**src/rtl/branch_predictor.sv**
```systemverilog
// Direct-mapped branch target predictor with 2-bit saturating counters.
// Combinational lookup from the fetch PC; resolved branches update the table through a two-stage pipeline.
module branch_predictor #(
    parameter int ENTRIES = 16
) (
    input  logic        CLK,
    input  logic        RST,
    input  logic [31:0] fetch_pc,
    output logic        predict_taken,
    output logic [31:0] predict_target,
    input  logic        update_en,
    input  logic [31:0] update_pc,
    input  logic        update_taken,
    input  logic [31:0] update_target,
    input  logic        flush_table
);

    localparam int IDX  = $clog2(ENTRIES);
    localparam int TAGW = 30 - IDX;

    logic [ENTRIES-1:0] r_valid;
    logic [TAGW-1:0]    r_tag    [ENTRIES];
    logic [31:0]        r_target [ENTRIES];
    logic [1:0]         r_ctr    [ENTRIES];

    logic               r_u1_valid;
    logic [31:2]        r_u1_pc;
    logic               r_u1_taken;
    logic [31:0]        r_u1_target;

    logic [IDX-1:0]     w_f_idx;
    logic [TAGW-1:0]    w_f_tag;
    logic               w_f_hit;
    logic [IDX-1:0]     w_u_idx;
    logic [TAGW-1:0]    w_u_tag;
    logic               w_u_hit;
    logic               w_u_we;
    logic [1:0]         w_u_ctr;
    logic [31:0]        w_u_target;
    logic [ENTRIES-1:0] w_entry_we;
    logic               w_unused;

    // Byte-offset bits carry no information for word-aligned branches.
    assign w_unused = ^{fetch_pc[1:0], update_pc[1:0]};

    assign w_f_idx        = fetch_pc[IDX+1:2];
    assign w_f_tag        = fetch_pc[31:IDX+2];
    assign w_f_hit        = r_valid[w_f_idx] && (r_tag[w_f_idx] == w_f_tag);
    assign predict_taken  = w_f_hit && r_ctr[w_f_idx][1];
    assign predict_target = predict_taken ? r_target[w_f_idx] : fetch_pc + 32'd4;

    always_ff @(posedge CLK or posedge RST) begin
        if (RST) begin
            r_u1_valid  <= 1'b0;
            r_u1_pc     <= '0;
            r_u1_taken  <= 1'b0;
            r_u1_target <= '0;
        end else if (flush_table) begin
            r_u1_valid  <= 1'b0;
        end else begin
            r_u1_valid <= update_en;
            if (update_en) begin
                r_u1_pc     <= update_pc[31:2];
                r_u1_taken  <= update_taken;
                r_u1_target <= update_target;
            end
        end
    end

    // U2 reads the entry as already modified by the previous update, so back-to-back hits chain correctly.
    assign w_u_idx = r_u1_pc[IDX+1:2];
    assign w_u_tag = r_u1_pc[31:IDX+2];
    assign w_u_hit = r_valid[w_u_idx] && (r_tag[w_u_idx] == w_u_tag);
    assign w_u_we  = r_u1_valid && (w_u_hit || r_u1_taken);

    always_comb begin
        w_u_ctr    = r_ctr[w_u_idx];
        w_u_target = r_target[w_u_idx];
        if (!w_u_hit) begin
            w_u_ctr    = 2'b10;
            w_u_target = r_u1_target;
        end else if (r_u1_taken) begin
            w_u_ctr    = (r_ctr[w_u_idx] == 2'b11) ? 2'b11 : r_ctr[w_u_idx] + 2'd1;
            w_u_target = r_u1_target;
        end else begin
            w_u_ctr    = (r_ctr[w_u_idx] == 2'b00) ? 2'b00 : r_ctr[w_u_idx] - 2'd1;
        end
    end

    generate
        for (genvar gi = 0; gi < ENTRIES; gi++) begin : g_we
            assign w_entry_we[gi] = w_u_we && (w_u_idx == IDX'(gi));
        end
    endgenerate

    always_ff @(posedge CLK or posedge RST) begin
        if (RST) begin
            for (int i = 0; i < ENTRIES; i++) begin
                r_valid[i]  <= 1'b0;
                r_tag[i]    <= '0;
                r_target[i] <= '0;
                r_ctr[i]    <= 2'b01;
            end
        end else begin
            for (int i = 0; i < ENTRIES; i++) begin
                if (flush_table) begin
                    r_valid[i] <= 1'b0;
                end else if (w_entry_we[i]) begin
                    r_valid[i]  <= 1'b1;
                    r_tag[i]    <= w_u_tag;
                    r_target[i] <= w_u_target;
                    r_ctr[i]    <= w_u_ctr;
                end
            end
        end
    end

endmodule

```
**config.mk**
```make
export PLATFORM = sky130hd
export DESIGN_NAME = branch_predictor
export DESIGN_NICKNAME = d
export VERILOG_FILES = /design/src/rtl/branch_predictor.sv
export SDC_FILE = /design/constraint.sdc
export NUM_CORES = 2
export LEC_CHECK = 0
export ABC_CLOCK_PERIOD_IN_PS = 52600
export CAP_MARGIN = 0
export CORE_MARGIN = 2
export CORE_UTILIZATION = 40
export DETAILED_ROUTE_END_ITERATION = 12
export PLACE_DENSITY_LB_ADDON = 0.25
export SLEW_MARGIN = 20
export SYNTH_ARGS = -nofsm -noshare
export SYNTH_HDL_FRONTEND = slang
export SYNTH_SLANG_ARGS = --single-unit
```
**constraint.sdc**
```tcl
create_clock -name CLK -period 52.6 [get_ports CLK]
set_clock_uncertainty 0.2 [all_clocks]
set_input_delay 10.52 -clock CLK [delete_from_list [all_inputs] [get_ports CLK]]
set_output_delay 10.52 -clock CLK [all_outputs]
set_load 0.03 [all_outputs]
```
==> impl_metrics.json <==
{
  "start_kind": "input pin",
  "comb_power_share_pct": 20.8,
  "cts_tree": "done",
  "ys_seq_area_share_pct": 44.5,
  "crit_path_frequent_cell": "buf_4",
  "p_leak_nw": 28.5,
  "switching_share_pct": 27.6,
  "via_count": 33767,
  "hp-class": "reg2reg",
  "fin_cells": 5598,
  "dieArea_um2": 149000,
  "p_sw_uw": 666,
  "grt_first_pass_wirelength_mm": 255,
  "reg2reg_slack_ns": 44.84,
  "cp-end-kind": "primary output",
  "synthMuxAreaShare_pct": 45.5,
  "final_cell_area_um2": 64700,
  "required_ns": 41.88,
  "drt_first_iter_violations": 2973,
  "clkSlewWorstSetupHoldPaths_ns": 0.06,
  "crit_chain": "buf_8 -> buf_4 -> buf_4 -> mux4_2 -> mux4_2 -> xnor2_1 -> nand4_1 -> nor4_1 -> and3_2 -> buf_4 -> nand2_1 -> o21ai_0 -> clkdlybuf4s50_1",
  "status": "completed",
  "die_h_um": 386,
  "io_pins": 134,
  "grt_use_total_pct": 23.0,
  "rsz0062_at_grt": "false",
  "peakVddDrop_mv": 0.0303,
  "syn_avg_cell_area_um2": 16.2,
  "layout_min_cycle_time_ns": 27.47,
  "synth-seq-cells": 1040,
  "gr-usage-met3_pct": 3.79,
  "synth_top_cell_by_area": "dfrtp_1",
  "cts.sinks": 1040,
  "syn-cell-area_um2": 58500,
  "wl_per_cell_um": 30.6,
  "yosysTopAreaCellShare_pct": 43.8,
  "synth_adder_area_share_pct": 0.0385,
  "synthXorXnorAreaFrac_pct": 1.17,
  "crit_arrival_ns": 16.75,
  "cts_made_buffers": 114,
  "synth.distinct_cells": 82,
  "synth_compound_area_share_pct": 2.19,
  "r2r_cells": 13,
  "rows": 140,
  "antenna_found_initial": 1,
  "ys_warn_count": 0,
  "synth_flop_cell": "dfrtp_1",
  "root_buffer": "clkbuf_16",
  "port_buffers": 131,
  "synth_top_family_by_area": "multiplexers",
  "ctsResizeCount": 0,
  "cts_setup_buffers": 0,
  "grt_pass1_vias": 35331,
  "yosys.area_share.simple_pct": 2.35,
  "gp_congestion": 0.850,
  "hold_violations": 0,
  "grt_max_degree": 157,
  "holdCritStartpoint": "r_u1_target[17]",
  "tns_ns": 0,
  "timing.rr.end": "r_target[222]",
  "worst_path_max_delay_cell": "clkdlybuf4s50_1",
  "hpwl_mm": 100,
  "placed_area_um2": 60600,
  "core_area_um2": 145000,
  "syn-instance-count": 3611,
  "remaining_drc_errors": 0,
  "start_util_pct": 40.2,
  "grt.overflow.total": 0,
  "antenna_left": 0,
  "finalSetupViolations": 0,
  "max_cap_violations": 0,
  "synth_fp_nets": 3713,
  "clk_latency_ns": 0.75,
  "fin_crit_sh_pct": 52.2,
  "async_flop_share_pct": 100,
  "grt.met1_usage_pct": 33.2,
  "seq_power_share_pct": 42.6,
  "final_nets": 3685,
  "ctsHoldBuffers": 0,
  "fmax_mhz": 36.4,
  "grt_use_met2_pct": 35.8,
  "cts_buffer_depth": 3,
  "synth_edf_count": 0,
  "dp_slack_ns": 25.22,
  "critPathKind": "in2out",
  "crit_fanout": 70,
  "p_int_mw": 1.74,
  "max-slew-margin-rel_pct": 21.5,
  "fin_ws_ns": 25.13,
  "worst_slew_pin_slew_ns": 1.17,
  "netlist_top_cells_area": "dfrtp_1, mux4_2, mux2_4",
  "r2r_start": "r_u1_pc[5]",
  "drv_slew": 0,
  "place_inst": 5384,
  "clkPwrFrac_pct": 36.6,
  "totalWireLength_mm": 172,
  "area_growth_pct": 10.7,
  "busiest_layer": "met2",
  "cpPeakStageDelay_ns": 0.81,
  "hold-path-cell-count": 1,
  "via_per_inst": 6.03,
  "cts_max_level": 3,
  "power_density_nw_per_um2": 37.2,
  "hold_end": "r_u1_target[17]",
  "drive_gt1_share_pct": 50.0,
  "p_total_mw": 2.41,
  "die_x_um": 386,
  "drt-pass1-iter-count": 5
}
## cell type report
| cell class | count | area, um^2 |
|---|---|---|
| inverters | 27 | 111 |
| flip-flops and latches | 1040 | 26100 |
| clock buffers | 162 | 3430 |
| multi-input cells | 2185 | 30000 |
| fillers | 12850 | 80700 |
| well taps | 1917 | 2400 |
| repair buffers | 215 | 2000 |
| diodes | 1 | 2.50 |
| clock inverters | 51 | 707 |
## registers in the layout (all words and copies together), names as in the netlist
register / flops
r_tag: 416
r_target: 512
r_valid: 16
r_u1_target: 32
r_u1_valid: 1
r_ctr: 32
r_u1_taken: 1
r_u1_pc: 30
## worst max-delay path by stage
stage / cells past startpoint / slack [ns] / start / to
after floorplan: 1 / 12.64 / RST / r_ctr[11]
after global routing: 13 / 24.87 / fetch_pc[2] / predict_target[9]
after CTS: 12 / 25.22 / fetch_pc[2] / predict_target[25]
after global placement: 13 / 25.16 / fetch_pc[2] / predict_target[16]
final: 13 / 25.13 / fetch_pc[2] / predict_target[14]
after detailed placement: 12 / 25.22 / fetch_pc[2] / predict_target[25]
## Yosys cell counts, types with 6 or more instances
master and number:
xnor2_1 54, mux4_2 517, o21ai_0 64, mux2_1 75, buf_4 25, buf_12 48
mux2i_1 106, a21o_1 10, buf_6 12, o22ai_1 6, a22o_1 8, nor3_1 8
dfstp_2 16, dfrtp_1 1024, a21oi_1 10, nor4_1 9, nand3_1 39, a221oi_1 7
nand4_1 16, mux2_4 485, clkbuf_1 144, buf_1 60, xor2_1 22, nor2_8 8
inv_1 25, a22oi_1 24, nand2_1 81, nor2_1 28, nor2b_1 14, mux4_1 6
and3_1 9, buf_2 68, mux2_2 498
## worst max-delay path: cells and delay by family
family,cells,cell delay (ns)
buf+inv,5,3.33
mux,2,1.11
compound gates,1,0.32
xor+xnor,1,0.17
simple gates,4,1.13
## layer usage
metal / share of wire (%) / vias to the layer above
li1: - / 13843
met1: 45 / 18643
met2: 47 / 1036
met3: 5.8 / 245
met4: 2.6 / 0
met5: 0 / -
## cell usage in the layout (no fill, tap or decap), types with 9 or more instances in the layout
master	instances
nand4_1	16
bufinv_16	17
clkbuf_1	15
dfrtp_1	1020
xor2_1	22
mux2i_1	106
o21ai_0	64
inv_1	24
clkdlybuf4s50_1	127
nor4_1	9
nand2_1	81
nor2b_1	10
buf_4	81
nor2_1	28
mux2_1	75
clkbuf_8	27
clkinv_2	25
dfstp_2	16
clkbuf_16	120
mux2_4	485
mux2_2	498
a21oi_1	10
mux4_2	517
xnor2_1	54
nand3_1	39
a21o_1	10
a22oi_1	24
## power groups by stage
stage	Combinational, mW	Sequential [mW]	Clock (mW)
6_report	0.502	1.03	0.881
5_1_grt	0.532	1.04	0.932
4_1_cts	0.505	1.02	0.898
3_5_place_dp	0.504	1.04	0
3_3_place_gp	0.498	1.03	0
2_1_floorplan	0.413	0.986	0
## through the flow
stage                     util, %  hold WS (ns)
after CTS                    44.5         0.302
after detailed placement     41.7         0.288
final                        44.5         0.307
after floorplan                 -         0.266
after global placement       41.7         0.282
after global routing         44.5         0.318
## kinds of logic (layout without fill, tap and decap cells)
kind of cell    count (synthesis)  after routing
compound gates                177            177
xor+xnor                       77             77
buf+inv                       386            455
mux                          1687           1687
other cells                     0              1
fa+ha+maj                       2              2
flops                        1040           1040
simple gates                  242            242
Note: power is estimated with default switching activity, not from simulation.
